`src/rtl/memory_access_pkg.sv`:
```
// Shared constants, state encoding and alignment rules for the memory stage.
package memory_access_pkg;

  localparam int NUM_LANES = 4;
  localparam int LANE_W    = 8;
  localparam int OFF_W     = 2;

  localparam logic REG_D_DATA_SEL_ALU = 1'b0;
  localparam logic REG_D_DATA_SEL_MEM = 1'b1;

  localparam logic [NUM_LANES-1:0] MEM_SIZE_NONE = 4'b0000;
  localparam logic [NUM_LANES-1:0] MEM_SIZE_BYTE = 4'b0001;
  localparam logic [NUM_LANES-1:0] MEM_SIZE_HALF = 4'b0011;
  localparam logic [NUM_LANES-1:0] MEM_SIZE_WORD = 4'b1111;

  typedef enum logic {
    MEM_STATE_IDLE = 1'b0,
    MEM_STATE_WAIT = 1'b1
  } mem_state_e;

  // Loads are word-only; stores must sit on their natural size boundary.
  function automatic logic is_misaligned(input logic load,
                                         input logic [NUM_LANES-1:0] size,
                                         input logic [OFF_W-1:0] off);
    logic mis;
    mis = 1'b0;
    if (load) begin
      mis = (off != '0);
    end else begin
      case (size)
        MEM_SIZE_BYTE: mis = 1'b0;
        MEM_SIZE_HALF: mis = off[0];
        MEM_SIZE_WORD: mis = (off != '0);
        default:       mis = 1'b0;
      endcase
    end
    return mis;
  endfunction

endpackage

```
`src/rtl/memory_access_store_align.sv`:
```
// Per-lane byte steering of store mask/data by address offset, plus misalignment flag.
module memory_access_store_align
  import memory_access_pkg::*;
(
  input  logic                              load,
  input  logic [NUM_LANES-1:0]              size,
  input  logic [OFF_W-1:0]                  off,
  input  logic [NUM_LANES-1:0][LANE_W-1:0]  data,
  output logic [NUM_LANES-1:0]              we,
  output logic [NUM_LANES-1:0][LANE_W-1:0]  wdata,
  output logic                              misaligned
);

  // Lane i takes source lane (i - off); lanes below the offset stay empty.
  for (genvar i = 0; i < NUM_LANES; i++) begin : g_lane
    localparam logic [OFF_W-1:0] LANE = OFF_W'(i);
    logic [OFF_W-1:0] src;
    logic             hit;
    assign src      = LANE - off;
    assign hit      = (off <= LANE);
    assign we[i]    = hit & size[src];
    assign wdata[i] = hit ? data[src] : '0;
  end

  assign misaligned = is_misaligned(load, size, off);

endmodule

```
`src/rtl/memory_access.sv`:
```
// Memory pipeline stage: req/ack data bus access, stall while outstanding, writeback registers.
module memory_access
  import memory_access_pkg::*;
#(
  parameter int ADDR_WIDTH = 5,
  parameter int DATA_WIDTH = 32
) (
  input  logic                  clk,
  input  logic                  rst_n,
  input  logic [DATA_WIDTH-1:0] alu_data_mem,
  input  logic                  reg_d_we_mem,
  input  logic [ADDR_WIDTH-1:0] reg_d_addr_mem,
  input  logic                  reg_d_data_sel_mem,
  input  logic [DATA_WIDTH-1:0] reg_t_data_mem,
  input  logic [3:0]            mem_we_mem,
  output logic [DATA_WIDTH-1:0] reg_d_data_mem,
  output logic                  stall_mem,
  output logic                  dmem_req,
  output logic [3:0]            dmem_we,
  output logic [DATA_WIDTH-1:0] dmem_addr,
  output logic [DATA_WIDTH-1:0] dmem_wdata,
  input  logic [DATA_WIDTH-1:0] dmem_rdata,
  input  logic                  dmem_ack,
  output logic                  reg_d_we_wb,
  output logic [ADDR_WIDTH-1:0] reg_d_addr_wb,
  output logic [DATA_WIDTH-1:0] reg_d_data_wb,
  output logic                  misaligned_wb
);

  mem_state_e            state;
  logic                  load;
  logic                  misaligned;
  logic                  access;
  logic [OFF_W-1:0]      off;
  logic [NUM_LANES-1:0]  lane_we;
  logic [DATA_WIDTH-1:0] lane_wdata;

  assign off  = alu_data_mem[OFF_W-1:0];
  assign load = (reg_d_data_sel_mem == REG_D_DATA_SEL_MEM);

  memory_access_store_align u_align (
    .load       (load),
    .size       (mem_we_mem),
    .off        (off),
    .data       (reg_t_data_mem),
    .we         (lane_we),
    .wdata      (lane_wdata),
    .misaligned (misaligned)
  );

  assign access = (load | (mem_we_mem != MEM_SIZE_NONE)) & ~misaligned;

  // Upstream holds inputs during a stall, so bus fields are stable in WAIT.
  assign dmem_req       = rst_n & ((state == MEM_STATE_WAIT) | access);
  assign stall_mem      = dmem_req & ~dmem_ack;
  assign dmem_we        = dmem_req ? lane_we : '0;
  assign dmem_addr      = {alu_data_mem[DATA_WIDTH-1:OFF_W], {OFF_W{1'b0}}};
  assign dmem_wdata     = lane_wdata;
  assign reg_d_data_mem = alu_data_mem;

  always_ff @(posedge clk) begin
    if (!rst_n) begin
      state         <= MEM_STATE_IDLE;
      reg_d_we_wb   <= 1'b0;
      reg_d_addr_wb <= '0;
      reg_d_data_wb <= '0;
      misaligned_wb <= 1'b0;
    end else begin
      case (state)
        MEM_STATE_IDLE: if (access && !dmem_ack) state <= MEM_STATE_WAIT;
        MEM_STATE_WAIT: if (dmem_ack)            state <= MEM_STATE_IDLE;
        default:                                 state <= MEM_STATE_IDLE;
      endcase

      if (stall_mem) begin
        reg_d_we_wb   <= 1'b0;
        misaligned_wb <= 1'b0;
      end else begin
        reg_d_we_wb   <= reg_d_we_mem & ~misaligned;
        reg_d_addr_wb <= reg_d_addr_mem;
        reg_d_data_wb <= (reg_d_data_sel_mem == REG_D_DATA_SEL_ALU) ? alu_data_mem : dmem_rdata;
        misaligned_wb <= misaligned;
      end
    end
  end

endmodule
```
`config.mk`:
```
export PLATFORM = sky130hd
export DESIGN_NAME = memory_access
export DESIGN_NICKNAME = d
export VERILOG_FILES = /design/src/rtl/memory_access_pkg.sv /design/src/rtl/memory_access_store_align.sv /design/src/rtl/memory_access.sv
export SDC_FILE = /design/constraint.sdc
export NUM_CORES = 1
export LEC_CHECK = 0
export BUFFER_PORTS_ARGS = -buffer_cell sky130_fd_sc_hd__buf_2
export CAP_MARGIN = 20
export CORE_AREA = 2 2 97 99
export DETAILED_ROUTE_END_ITERATION = 10
export DIE_AREA = 0 0 99 101
export PLACE_DENSITY_LB_ADDON = 0.08
export SLEW_MARGIN = 40
export SYNTH_ARGS = -nofsm -noshare
export SYNTH_HDL_FRONTEND = slang
export SYNTH_SLANG_ARGS = --single-unit
```
`constraint.sdc`:
```
create_clock -name clk -period 5.62 [get_ports clk]
set_clock_uncertainty 0.1 [all_clocks]
set_input_delay 1.405 -clock clk [delete_from_list [all_inputs] [get_ports clk]]
set_output_delay 1.405 -clock clk [all_outputs]
set_load 0.02 [all_outputs]
```
==> metrics <==
dpl cell area=about 4200 um^2; CTS root buffer=clkbuf_8; die height=around 100 um; final setup TNS=0 ns; CTS Buf Count=5; CTS tree=built; area grow syn2layout=27.2%; post-detail-place hpwl=7.17 mm; crit start category=input port; total chip power=about 0.94 mW; total routed wirelength=~9.1 mm; htree depth=2; share of layout cells above drive strength 1=0.573; clk buf depth=2; Finished Cell Area=roughly 4400 um^2; largest cells by area after synthesis=dfxtp_1, mux2i_1, buf_4; R2R setup slack=between 3 and 4 ns; global placement routability congestion=between 0.7 and 0.8; row cnt=35; detailed-route DRC error count=0; Final Hold Viols=0; Routed WL per cell=13.8 um; busiest grt layer=met2; Buf+Inv Stages, Crit Path=4; Ports=between 200 and 300; Via density=4.84; Layout Nets=658; R2R depth=4; met2 usage=0.319; met3 Use GR=0.0465; max incr delay on CP=approximately 0.5 ns; Routed Antenna Nets=0; synthesized flop and latch total=40; worst hold-check path type=reg2reg; reg2reg start=state; r2r endpoint=reg_d_data_wb[2]; CTS hold repair buffers=0; CTS clock-pin slew for the worst setup and hold paths=about 0.090 ns; minimum clock period=4.86 ns; # diodes=0; Pre-Repair DR Iteration Count=5; total track usage=0.170; Via Count=3182; die area=between 9000 and 10000 um^2; Worst Path Arrival=between 3 and 4 ns; post-synthesis cell area=between 3000 and 4000 um^2; WHS Endpoint=reg_d_data_wb[26]; max cap viols=0; hold path depth=2; hold_sp=reg_d_data_wb[26]; status=complete, no violations; vias in the first global route=about 3k; Slowest cell on crit path=ha_1; initial antenna violation count=0; top-count cell post-synth=nand2_1; Starting Density=0.382; Slew Limit Fails=0; final setup violation count=0; Worst Setup End Kind=output port; Worst slew margin=0.531; Final period util=0.864; critical path class=in2out; EDFF count, synth=0; PostCTS Resize Cnt=0; post-CTS setup buffers=0; Port Buffers=248; largest net degree at the start of global routing=77; Max Fclk=0.206 GHz; top-area cell type share of the netlist area=0.233; CTS Sinks=40; Mapped Avg Cell Area=just over 9 um^2; peak fanout along the critical path=14; asr flop ratio synth=0; number of distinct library cells after synthesis=29; remaining global-route overflow=0; M1 GR Usage=0.188; yosys warns=0; first-pass GRT wire length=13.9 mm; Least-Margin Pin Slew=0.703 ns; CORE AREA=around 9000 um^2; maximum VDD drop=approximately 0.11 mV; CP required=a little over 4 ns; top post-synthesis cells by count=nand2_1, buf_4, mux2i_1; Clock Latency Late Sink=0.29 ns; Worst path top cell family by delay=buffers and inverters; die width=between 90 and 100 um; most used cell, CP=buf_2; Power Density=approximately 220 nW/um^2; prevailing post-synth register cell=dfxtp_1; post-synthesis sequential area ratio=0.233; LEAKAGE=2.29 nW; unrepaired setup endpoints after global routing=no; Initial DRC Count=68; Filler Cell Count=slightly above 900; dominant cell type by area after synthesis=dfxtp_1; CP cell instances=buf_2 -> inv_1 -> ha_1 -> buf_4 -> mux4_2 -> and2_1 -> buf_2; Mapped Cells=about 370
registers in the layout (all words and copies together) (netlist names):
signal,cells
reg_d_addr_wb,5
reg_d_we_wb,1
reg_d_data_wb,32
misaligned_wb,1
state,1
cell families (layout without fill, tap and decap cells):
| family | Yosys count | count (layout) | synth area share |
|---|---|---|---|
| and+or+nand+nor | 110 | 110 | 0.142 |
| muxes | 111 | 111 | 0.400 |
| buffers and inverters | 94 | 265 | 0.183 |
| DFF | 40 | 40 | 0.233 |
| adders and majority gates | 3 | 3 | 0.0109 |
| other | 1 | 2 | 0.00109 |
| AOI/OAI and AO/OA | 15 | 15 | 0.0292 |
layer usage:
metal	wire length, um	up-vias
li1	-	1554
met1	3590	1469
met2	4530	149
met3	861	10
met4	105	0
met5	0	-
placed cells by master, fill, tap and decap left out, types with 4 or more instances in the layout:
| cell | netlist | layout |
|---|---|---|
| mux2i_1 | 63 | 63 |
| dfxtp_1 | 40 | 40 |
| mux2_2 | 30 | 30 |
| nor2_1 | 4 | 4 |
| buf_2 | 5 | 248 |
| nor2b_1 | 8 | 8 |
| mux4_2 | 18 | 18 |
| clkbuf_8 | 0 | 6 |
| nand2_1 | 79 | 79 |
| o22ai_1 | 9 | 9 |
| buf_4 | 64 | 6 |
| and2_1 | 9 | 9 |
how the worst max path moves through the flow:
stage,cells after the start,startpoint,slack (ns),endpoint
after CTS,7,alu_data_mem[1],0.74,dmem_wdata[0]
after global routing,8,alu_data_mem[1],0.67,dmem_we[0]
after global placement,7,alu_data_mem[1],0.77,dmem_wdata[0]
final,7,alu_data_mem[1],0.76,dmem_wdata[0]
after detailed placement,7,alu_data_mem[1],0.74,dmem_wdata[0]
after floorplan,9,alu_data_mem[0],0.22,dmem_wdata[19]
stage by stage:
step / cells / hold slack (ns) / util / setup WS, ns
finish: 657 / 0.358 / 0.486 / 0.765
detailed placement: 649 / 0.348 / 0.473 / 0.742
global route: 657 / 0.375 / 0.486 / 0.672
global placement: 649 / 0.343 / 0.473 / 0.768
CTS: 657 / 0.361 / 0.486 / 0.737
floorplan: 375 / 0.412 / - / 0.216
power by group:
group	internal, mW	switching (mW)	leakage (nW)	total [mW]
Combinational	0.160	0.216	1.90	0.376
Sequential	0.307	0.0102	0.332	0.318
Clock	0.145	0.105	0.0614	0.250
worst min-delay path, delay by kind of cell (launching register included):
kind,cells,cell delay [ns]
simple gates,1,0.05
mux,1,0.05
flops,1,0.31
cell type report:
type / instances / area, um^2 / share of cell area
clock buffers: 6 / 82.6 / 0.0189
flip-flops and latches: 40 / 801 / 0.183
clock inverters: 2 / 38.8 / 0.00889
repair buffers: 254 / 1290 / 0.295
multi-input cells: 241 / 2010 / 0.460
well taps: 111 / 139 / 0.0318
inverters: 3 / 11.3 / 0.00258
Note: power is estimated with default switching activity, not from simulation.
